**src/rtl/mac_pkg.sv**
```systemverilog
// Shared constants for the signed multiply pipeline feeding the MAC accumulator.
// Optional first-of-accumulation tag is enabled with MAC_MULT_FIRST_EN.
package mac_pkg;

    localparam int unsigned A_W_DEF = 16;
    localparam int unsigned CNT_W   = 16;

    // Full-precision signed product width for a given operand width.
    function automatic int unsigned p_w(input int unsigned a_w);
        return 2 * a_w;
    endfunction

endpackage

```
**src/rtl/mac_pipe_reg.sv**
```systemverilog
// Single valid/ready register stage; accepts when empty or when its content drains this cycle.
module mac_pipe_reg #(
    parameter int unsigned W = 8
) (
    input  logic         clk,
    input  logic         reset,
    input  logic         in_valid,
    output logic         in_ready_c,
    input  logic [W-1:0] in_data,
    output logic         out_valid,
    input  logic         out_ready,
    output logic [W-1:0] out_data
);

    assign in_ready_c = !out_valid || out_ready;

    // Data only loads on an actual transfer so a stalled or idle stage keeps its last value.
    always_ff @(posedge clk or negedge reset) begin
        if (!reset) begin
            out_valid <= 1'b0;
            out_data  <= '0;
        end else if (in_ready_c) begin
            out_valid <= in_valid;
            if (in_valid) begin
                out_data <= in_data;
            end
        end
    end

endmodule

```
**src/rtl/mac_mult.sv**
```systemverilog
// Two-stage signed multiplier (operand capture, product capture) with valid/ready on both sides.
// Define MAC_MULT_FIRST_EN to carry an accumulation-start flag alongside each pair.
module mac_mult
    import mac_pkg::*;
#(
    parameter int unsigned A_W = A_W_DEF
) (
    input  logic                       clk,
    input  logic                       reset,
    input  logic                       in_valid,
    output logic                       in_ready,
    input  logic signed [A_W-1:0]      in_a,
    input  logic signed [A_W-1:0]      in_b,
`ifdef MAC_MULT_FIRST_EN
    input  logic                       in_first,
    output logic                       out_first,
`endif
    output logic                       out_valid,
    input  logic                       out_ready,
    output logic signed [2*A_W-1:0]    out_prod,
    output logic [CNT_W-1:0]           prod_count,
    input  logic                       scan_in0,
    input  logic                       scan_en,
    output logic                       scan_out0
);

    localparam int unsigned P_W = p_w(A_W);

`ifdef MAC_MULT_FIRST_EN
    localparam int unsigned S1_W = 2 * A_W + 1;
    localparam int unsigned S2_W = P_W + 1;
`else
    localparam int unsigned S1_W = 2 * A_W;
    localparam int unsigned S2_W = P_W;
`endif

    logic [S1_W-1:0]        s1_in;
    logic [S1_W-1:0]        s1_q;
    logic                   s1_valid;
    logic                   s1_ready_c;
    logic [S2_W-1:0]        s2_in;
    logic [S2_W-1:0]        s2_q;
    logic                   s2_ready_c;
    logic signed [A_W-1:0]  s1_a;
    logic signed [A_W-1:0]  s1_b;
    logic signed [P_W-1:0]  prod_c;
    logic                   unused_scan_c;

`ifdef MAC_MULT_FIRST_EN
    assign s1_in     = {in_first, in_a, in_b};
    assign s2_in     = {s1_q[S1_W-1], prod_c};
    assign out_first = s2_q[S2_W-1];
`else
    assign s1_in     = {in_a, in_b};
    assign s2_in     = prod_c;
`endif

    assign s1_a   = s1_q[2*A_W-1:A_W];
    assign s1_b   = s1_q[A_W-1:0];
    // Sign-extend both operands to product width so the most negative square stays exact.
    assign prod_c = P_W'(s1_a) * P_W'(s1_b);

    assign out_prod = s2_q[P_W-1:0];
    assign in_ready = s1_ready_c;

    mac_pipe_reg #(.W(S1_W)) u_s1 (
        .clk        (clk),
        .reset      (reset),
        .in_valid   (in_valid),
        .in_ready_c (s1_ready_c),
        .in_data    (s1_in),
        .out_valid  (s1_valid),
        .out_ready  (s2_ready_c),
        .out_data   (s1_q)
    );

    mac_pipe_reg #(.W(S2_W)) u_s2 (
        .clk        (clk),
        .reset      (reset),
        .in_valid   (s1_valid),
        .in_ready_c (s2_ready_c),
        .in_data    (s2_in),
        .out_valid  (out_valid),
        .out_ready  (out_ready),
        .out_data   (s2_q)
    );

    // Delivered-product counter, free-running wrap.
    always_ff @(posedge clk or negedge reset) begin
        if (!reset) begin
            prod_count <= '0;
        end else if (out_valid && out_ready) begin
            prod_count <= prod_count + CNT_W'(1);
        end
    end

    // Scan chain is stitched at DFT insertion.
    assign unused_scan_c = scan_in0 ^ scan_en;
    assign scan_out0     = 1'b0;

endmodule
```
**config.mk**
```make
export PLATFORM = sky130hd
export DESIGN_NAME = mac_mult
export DESIGN_NICKNAME = d
export VERILOG_FILES = /design/src/rtl/mac_pkg.sv /design/src/rtl/mac_pipe_reg.sv /design/src/rtl/mac_mult.sv
export SDC_FILE = /design/constraint.sdc
export NUM_CORES = 1
export LEC_CHECK = 0
export BUFFER_PORTS_ARGS = -buffer_cell sky130_fd_sc_hd__buf_2
export CORE_MARGIN = 8
export CORE_UTILIZATION = 35
export DETAILED_ROUTE_END_ITERATION = 10
export SYNTH_ARGS = -nofsm -noshare
export SYNTH_HDL_FRONTEND = slang
export SYNTH_SLANG_ARGS = --single-unit
```
**constraint.sdc**
```tcl
create_clock -name clk -period 10.7 [get_ports clk]
set_input_delay 1.07 -clock clk [delete_from_list [all_inputs] [get_ports clk]]
set_output_delay 1.07 -clock clk [all_outputs]
set_load 0.02 [all_outputs]
```
# After elaboration in Yosys (flattened, before gate mapping)
# Cells that the tools add are included.
# word_totals
input_bits	38
register_bits	82
# classes
addsub	1
n_reduce_logical	7
mul	1
# op_table
operator	n
$mul 16x16->32	1
$add 16x1->16 const B	1
$reduce_and 2->1	2
$logic_not 1->1	2
$logic_or 1x1->1	2
$logic_and 1x1->1	1

# Depth between registers and ports, before layout
# Gate-level depths: netlist of the first run.
# depth
ltp_word	4
mapped_depth	24

# Cells and area by module
# From an unflattened synthesis of the first run, not the netlist that was laid out.
# unflattened
cells_unflattened	1295
hier_area_um2	13387.8
# modules_own_cells
module	n_inst	area_per_inst_um2	seq_area_each_um2	cells_each
mac_mult	1	10605.2	400.4	1153
mac_pipe_reg	2	1391.3	825.8	71

# Worst setup path before layout of the first run
# Ideal clock, no wire load.
# synth_timing
path_kind	reg2reg
startpoint	register u_s1.out_data[31]
endpoint	register u_s2.out_data[31]
period_less_slack_ns	6.082
stages_incl_launch_ff	20
arrival_ns	5.956
slack_ns	4.618
n_path_buf	1
cell_sequence	dfrtp_1 -> clkbuf_1 -> nand2_1 -> inv_1 -> fa_1 -> fa_1 -> fa_1 -> fa_1 -> fa_1 -> inv_1 -> fa_1 -> inv_1 -> ha_1 -> a21oi_1 -> nand2_1 -> a41o_1 -> a21o_1 -> o41ai_2 -> o21ai_1 -> a221o_1
# synth_via
elab_chain_cells	1
# synth_lines
item	line	text
start, declared	mac_pipe_reg.sv:12	output logic [W-1:0] out_data
start signal, assigned	mac_pipe_reg.sv:25	out_data <= in_data;
$mul 16x16->32	mac_mult.sv:61	assign prod_c = P_W'(s1_a) * P_W'(s1_b);
end signal, assigned	mac_pipe_reg.sv:25	
end, declared	mac_pipe_reg.sv:12	
# Every way passes these cells.
# A chain may end at the register's enable or synchronous reset.

# Final worst setup path of the first run
# Same ends and word-level chain as after synthesis.

==> run_results.csv, run 1 <==
group,metric,value,unit
floorplan,die_y,209,µm
yosys,ys_ff_latch,82,
floorplan,initial_core_util,0.356,
worst_setup_path,r2r_start,"u_s1.out_data[31]$_DFFE_PN0P_",
yosys,synth_top_family_by_area,"adder cells",
clock_network,clk_latency,0.37,ns
yosys,syn-num-nets,1724,
route,drt_wl_total,30900,µm
yosys,synth.distinct_cells,61,
worst_setup_path,reg2reg_to,"u_s2.out_data[31]$_DFFE_PN0P_",
sta,finalCritPeriodShare,0.644,
min_path,whs_endpoint,"u_s2.out_data[0]$_DFFE_PN0P_",
grt,grt_max_degree,83,
sta,tightestPinTransition,1.11,ns
yosys,async_flop_share,1.00,
clock_network,clockRootBuffer,"clkbuf_16",
min_path,hold_depth,2,
sta,finalHoldViolCount,0,
yosys,synth_edf_count,0,
placement,place_congestion,0.827,
worst_setup_path,startpoint_type,"flop",
flow_run,cap_violations,0,
route,drtIter0Drc,544,
route,met1Wirelength,14300,µm
yosys,synth-xor-area-share,0.0288,
route,dr_wl_met3,1120,µm
floorplan,die_area,0.0437,mm²
route,drc,0,
yosys,postSynthAreaPerCell,9.74,µm²
clock_network,numCtsBuffers,9,
worst_setup_path,cp_common_cell,"fa_1",
yosys,synth_cells,1341,
worst_setup_path,r2r_slack,3.81,ns
cells_and_area,area_growth,8.75,%
clock_network,ctsResizeCount,0,
grt,grt_pass1_wl,53000,µm
sta,max_freq,145,MHz
placement,hpwl,24900,µm
grt,antenna_found_initial,1,
worst_setup_path,cp_data_required_time,10.93,ns
floorplan,die_w,209,µm
placement,portBuffers,85,
yosys,ys.flop_type,"dfrtp_1",
clock_network,holdBufCountCts,0,
sta,relSlewSlack,0.257,
sta,fin_ws,3.81,ns
worst_setup_path,critPathTopFamily,"adder cells",
route,firstDrtPassIters,5,
placement,dp_slack,3.87,ns
cells_and_area,drive_gt1_frac,0.105,
yosys,synth-compound-area-share,0.0573,
grt,grt_pass1_vias,9827,
yosys,synth_top_area_cell,"fa_1",
worst_setup_path,cp.arrival,7.13,ns
grt,grt_overflow,0,
status,outcome,"finished, final reports clean",
route,wl_met2,15000,µm
sta,skew,0.0207,ns
clock_network,cts_setup_buffers,0,
clock_network,clockBufferDepth,2,
yosys,synth_seq_area_share,0.157,
clock_network,htreeDepth,3,
yosys,yosysMostFrequentCell,"inv_1",
cells_and_area,antenna_cells,0,
worst_setup_path,cp_slowest_stage_delay,0.84,ns
grt,grt_usage,0.150,
sta,rsz0062_at_grt,"false",
yosys,synth_area,0.0131,mm²
sta,timing.hold.ws,0.472,ns
yosys,ys_warn_count,0,
sta,finalMaxSlewViolations,0,
worst_setup_path,r2r_cells,18,
worst_setup_path,crit_path_cell_trace,"nand2_1 -> inv_1 -> fa_1 -> fa_1 -> fa_1 -> fa_1 -> fa_1 -> inv_1 -> fa_1 -> inv_1 -> ha_1 -> nand4_2 -> nor3_2 -> nand4_1 -> o21ai_2 -> o41ai_2 -> o2111a_1 -> a221o_1",
clock_network,path_clk_slew,0.08,ns
route,routed.top_layer,"met4",
sta,fin_tns_setup,0,ns
floorplan,num_rows,70,
worst_setup_path,crit_buf_inv,3,
worst_setup_path,crit_slowest_cell,"fa_1",
yosys,synth_simple_gate_area_frac,0.146,
yosys,synth_common_cells,"286 x inv_1, 262 x fa_1, 185 x nand2_1",
floorplan,io_pins,89,
route,vias,8903,
yosys,synthAdderAreaFrac,0.481,
clock_network,cts_tree,"done",
yosys,ys_top_cells_by_area,"fa_1 40%, dfrtp_1 16%, inv_1 8.2%",
worst_setup_path,critPathMaxFanout,17,
sta,setup_viol,0,
min_path,min_from,"u_s2.out_data[0]$_DFFE_PN0P_",
clock_network,clock-sinks,82,
cells_and_area,fin_nets,1774,
route,ant_nets,0,
yosys,synth_top_area_frac,0.402,
worst_setup_path,endpoint_kind,"flop",
worst_setup_path,crit_type,"flop to flop",
route,avgRoutedWirePerCell,16.6,µm
min_path,hp-class,"flop to flop",
floorplan,core,0.0367,mm²
route,viasPerCell,4.78,
sta,min_period,6.89,ns
yosys,synth_mux_area_frac,0.0325,
[routing by layer]
layer  vias to the layer above  GRT usage
met2                       160      0.251
met3                        28     0.0210
li1                       4158          -
met5                         -          0
met4                         0     0.0301
met1                      4557      0.206
[registers in the layout (all words and copies together) (netlist names)]
signal          count
prod_count         16
u_s2.out_valid      1
u_s1.out_valid      1
u_s2.out_data      32
u_s1.out_data      32
[tightest hold or removal path, cell delays in order, from the launching register on]
cell,delay [ns]
dfrtp_1,0.34
nand2_1,0.05
nand2_1,0.05
[final cells by class]
type,instances,area [µm²]
Multi-Input combinational cell,925,9740
Timing Repair Buffer,87,443
Sequential cell,82,2050
Tap cell,468,586
Inverter,286,1070
Clock inverter,6,72.6
Fill cell,3639,22500
Clock buffer,10,229
[cells by family after synthesis]
family | count (synthesis)
simple gates | 388
buf+inv | 334
fa+ha+maj | 345
other cells | 1
mux | 38
xor+xnor | 43
flops | 82
compound gates | 110
[cell usage in the layout (no fill, tap or decap), drive strengths merged, types with 3 or more instances in the layout]
cell,Yosys,layout
and2,122,122
inv,286,289
o21ai,32,32
nor3,6,6
nand2,185,185
buf,9,87
clkbuf,39,10
nand4,7,7
o21bai,5,5
nor2,27,27
xor2,14,14
a211oi,5,5
or3,3,3
o41ai,4,4
ha,83,83
nand3,12,12
a21oi,26,26
xnor2,29,29
nand2b,8,8
a31oi,3,3
o211ai,7,7
mux2i,3,3
dfrtp,82,82
fa,262,262
a21o,10,10
and3,6,6
o31ai,3,3
mux2,35,35
[stage by stage]
stage	utilization	instance area, µm²	std cells
2_1_floorplan	-	13100	1341
3_3_place_gp	0.379	13900	1848
3_5_place_dp	0.379	13900	1848
4_1_cts	0.387	14200	1864
5_1_grt	0.387	14200	1864
6_report	0.387	14200	1864
[worst max path at each step]
| stage | start | to | slack (ns) | cells after the start |
|---|---|---|---|---|
| 6_report | u_s1.out_data[31]$_DFFE_PN0P_ | u_s2.out_data[31]$_DFFE_PN0P_ | 3.81 | 18 |
| 5_1_grt | u_s1.out_data[31]$_DFFE_PN0P_ | u_s2.out_data[31]$_DFFE_PN0P_ | 3.48 | 18 |
| 4_1_cts | u_s1.out_data[31]$_DFFE_PN0P_ | u_s2.out_data[31]$_DFFE_PN0P_ | 3.78 | 18 |
| 3_5_place_dp | u_s1.out_data[31]$_DFFE_PN0P_ | u_s2.out_data[31]$_DFFE_PN0P_ | 3.87 | 18 |
| 3_3_place_gp | u_s1.out_data[31]$_DFFE_PN0P_ | u_s2.out_data[31]$_DFFE_PN0P_ | 3.91 | 18 |
| 2_1_floorplan | u_s1.out_data[31]$_DFFE_PN0P_ | u_s2.out_data[31]$_DFFE_PN0P_ | 4.62 | 19 |
Power of run 1 is not shown: default switching activity piles up to over one toggle a cycle in this logic, so the estimate is an artifact.
==> run 2, diff against run 1 <==
==> constraint.sdc (replaced) <==
create_clock -name clk -period 6.9 [get_ports clk]
set_input_delay 0.69 -clock clk [delete_from_list [all_inputs] [get_ports clk]]
set_output_delay 0.69 -clock clk [all_outputs]
set_load 0.02 [all_outputs]
==> run 2 against run 1 <==
Against the previous run:
- sequential share of layout area shrank 0.16 points
- register-to-register slack lost 3.4 ns
- count of clock-buffer cells in the layout shrank 1
- via count grew 1.2%
- cell count grew 1.0%
- non-clock buffer count grew 19
- worst hold slack lost 0.23 ns
- global-route usage is essentially flat
- critical path depth grew 1
- clock skew shrank 0.011 ns
- wire length grew 0.68%
- largest cell class unchanged
==> run_results.csv, run 2 (same netlist as run 1, synthesis figures left out) <==
group,metric,value,unit
cells_and_area,area_growth,9.95,%
clock_network,path_clk_slew,0.07,ns
worst_setup_path,crit_path_cell_trace,"nand2_1 -> fa_1 -> inv_1 -> fa_1 -> inv_1 -> fa_1 -> inv_1 -> fa_1 -> fa_1 -> inv_1 -> fa_1 -> inv_1 -> ha_1 -> or3_1 -> o211ai_1 -> o221ai_1 -> o221a_1 -> or4_1 -> nand3_1",
cells_and_area,stdcell_count,1883,
sta,skew,0.00932,ns
cells_and_area,fin_nets,1793,
worst_setup_path,crit_slowest_cell,"dfrtp_1",
floorplan,core,0.0367,mm²
sta,tightestPinTransition,1.03,ns
clock_network,holdBufCountCts,0,
placement,placedInstanceArea,0.0140,mm²
sta,setup_viol,0,
grt,grt_usage,0.150,
worst_setup_path,cp_slowest_stage_delay,0.79,ns
route,met1Wirelength,14600,µm
route,drtIter0Drc,500,
cells_and_area,ff_latch_area,0.00205,mm²
worst_setup_path,cp_common_cell,"fa_1",
route,routed.top_layer,"met4",
cells_and_area,layout_common_cells,"286 x inv_1, 262 x fa_1, 183 x nand2_1, 122 x and2_1, 84 x buf_2",
route,firstDrtPassIters,5,
floorplan,initial_core_util,0.356,
floorplan,die_area,0.0437,mm²
route,avgRoutedWirePerCell,16.5,µm
worst_setup_path,endpoint_kind,"flop",
worst_setup_path,critPathMaxFanout,14,
cells_and_area,multiInputGateArea,0.00974,mm²
grt,grt_overflow,0,
worst_setup_path,crit_type,"flop to flop",
placement,place_congestion,0.817,
floorplan,die_y,209,µm
sta,fin_tns_setup,0,ns
floorplan,num_rows,70,
sta,finalCritPeriodShare,0.942,
grt,antenna_found_initial,0,
clock_network,cts_setup_buffers,0,
worst_setup_path,startpoint_type,"flop",
clock_network,numCtsBuffers,9,
cells_and_area,drive_gt1_frac,0.118,
sta,relSlewSlack,0.313,
floorplan,die_w,209,µm
route,vias,9008,
route,wl_met2,15000,µm
clock_network,clock-sinks,82,
floorplan,io_pins,89,
cells_and_area,fillers,3643,
status,outcome,"finished, final reports clean",
route,viasPerCell,4.78,
route,dr_wl_met3,1180,µm
cells_and_area,final_common_cell,"inv_1",
route,drt_wl_total,31100,µm
grt,grt_pass1_wl,53400,µm
placement,portBuffers,85,
clock_network,cts_tree,"done",
sta,min_period,6.50,ns
cells_and_area,post-route-util,0.391,
clock_network,ctsResizeCount,0,
clock_network,clockBufferDepth,2,
cells_and_area,antenna_cells,0,
clock_network,clockRootBuffer,"clkbuf_16",
clock_network,htreeDepth,3,
worst_setup_path,cp.arrival,6.79,ns
clock_network,clk_latency,0.36,ns
grt,grt_max_degree,62,
route,ant_nets,0,
grt,grt_pass1_vias,10000,
sta,finalMaxSlewViolations,0,
placement,placed_cells,1867,
flow_run,cap_violations,0,
worst_setup_path,cp_data_required_time,7.19,ns
sta,finalHoldViolCount,0,
sta,rsz0062_at_grt,"false",
cells_and_area,fin_area,0.0144,mm²
route,drc,0,
placement,hpwl,26200,µm
min_path,hp-class,"input port to asynchronous set/reset pin",
cells_and_area,reg.largest.list,"u_s1.out_data x32, u_s2.out_data x32, prod_count x16",
sta,max_freq,154,MHz
-- run 2: worst max-delay path, delay by kind of cell (launching register included) --
family / cells / cell delay [ns]
flip-flops: 1 / 0.79
AND/OR/NAND/NOR: 4 / 1.14
adder cells (fa/ha/maj): 7 / 3.45
buffers and inverters: 5 / 0.27
AO/OA/AOI/OAI: 3 / 0.78
-- run 2: final timing paths --
kind / start / endpoint / slack [ns] / cells after the start
worst max-delay path: u_s1.out_data[7]$_DFFE_PN0P_ / u_s2.out_data[28]$_DFFE_PN0P_ / 0.40 / 19
worst min register to register: u_s2.out_data[0]$_DFFE_PN0P_ / u_s2.out_data[0]$_DFFE_PN0P_ / 0.47 / 2
max in group asynchronous: reset / u_s1.out_data[31]$_DFFE_PN0P_ / 5.57 / 2
worst min-delay path: reset / prod_count[1]$_DFFE_PN0P_ / 0.25 / 1
worst max register to register: u_s1.out_data[7]$_DFFE_PN0P_ / u_s2.out_data[28]$_DFFE_PN0P_ / 0.40 / 19
min in group clk: u_s2.out_data[0]$_DFFE_PN0P_ / u_s2.out_data[0]$_DFFE_PN0P_ / 0.47 / 2
-- run 2: final cells by class --
type / instances / area share
flip-flops and latches: 82 / 0.143
clock inverters: 7 / 0.00628
multi-input cells: 925 / 0.679
repair buffers: 106 / 0.0408
inverters: 286 / 0.0748
clock buffers: 9 / 0.0157
well taps: 468 / 0.0408
-- run 2: metal layers --
layer  GRT usage  vias up
li1            -     4191
met1       0.208     4617
met2       0.250      169
met3      0.0230       31
met4      0.0260        0
met5           0        -
-- run 2: through the flow --
stage | setup slack (ns) | hold WS, ns
3_5_place_dp | 0.479 | 0.458
3_3_place_gp | 0.463 | 0.455
2_1_floorplan | 0.818 | 0.394
4_1_cts | 0.423 | 0.257
5_1_grt | 0.129 | 0.270
6_report | 0.402 | 0.246
Power of run 2 is left out for the same reason.
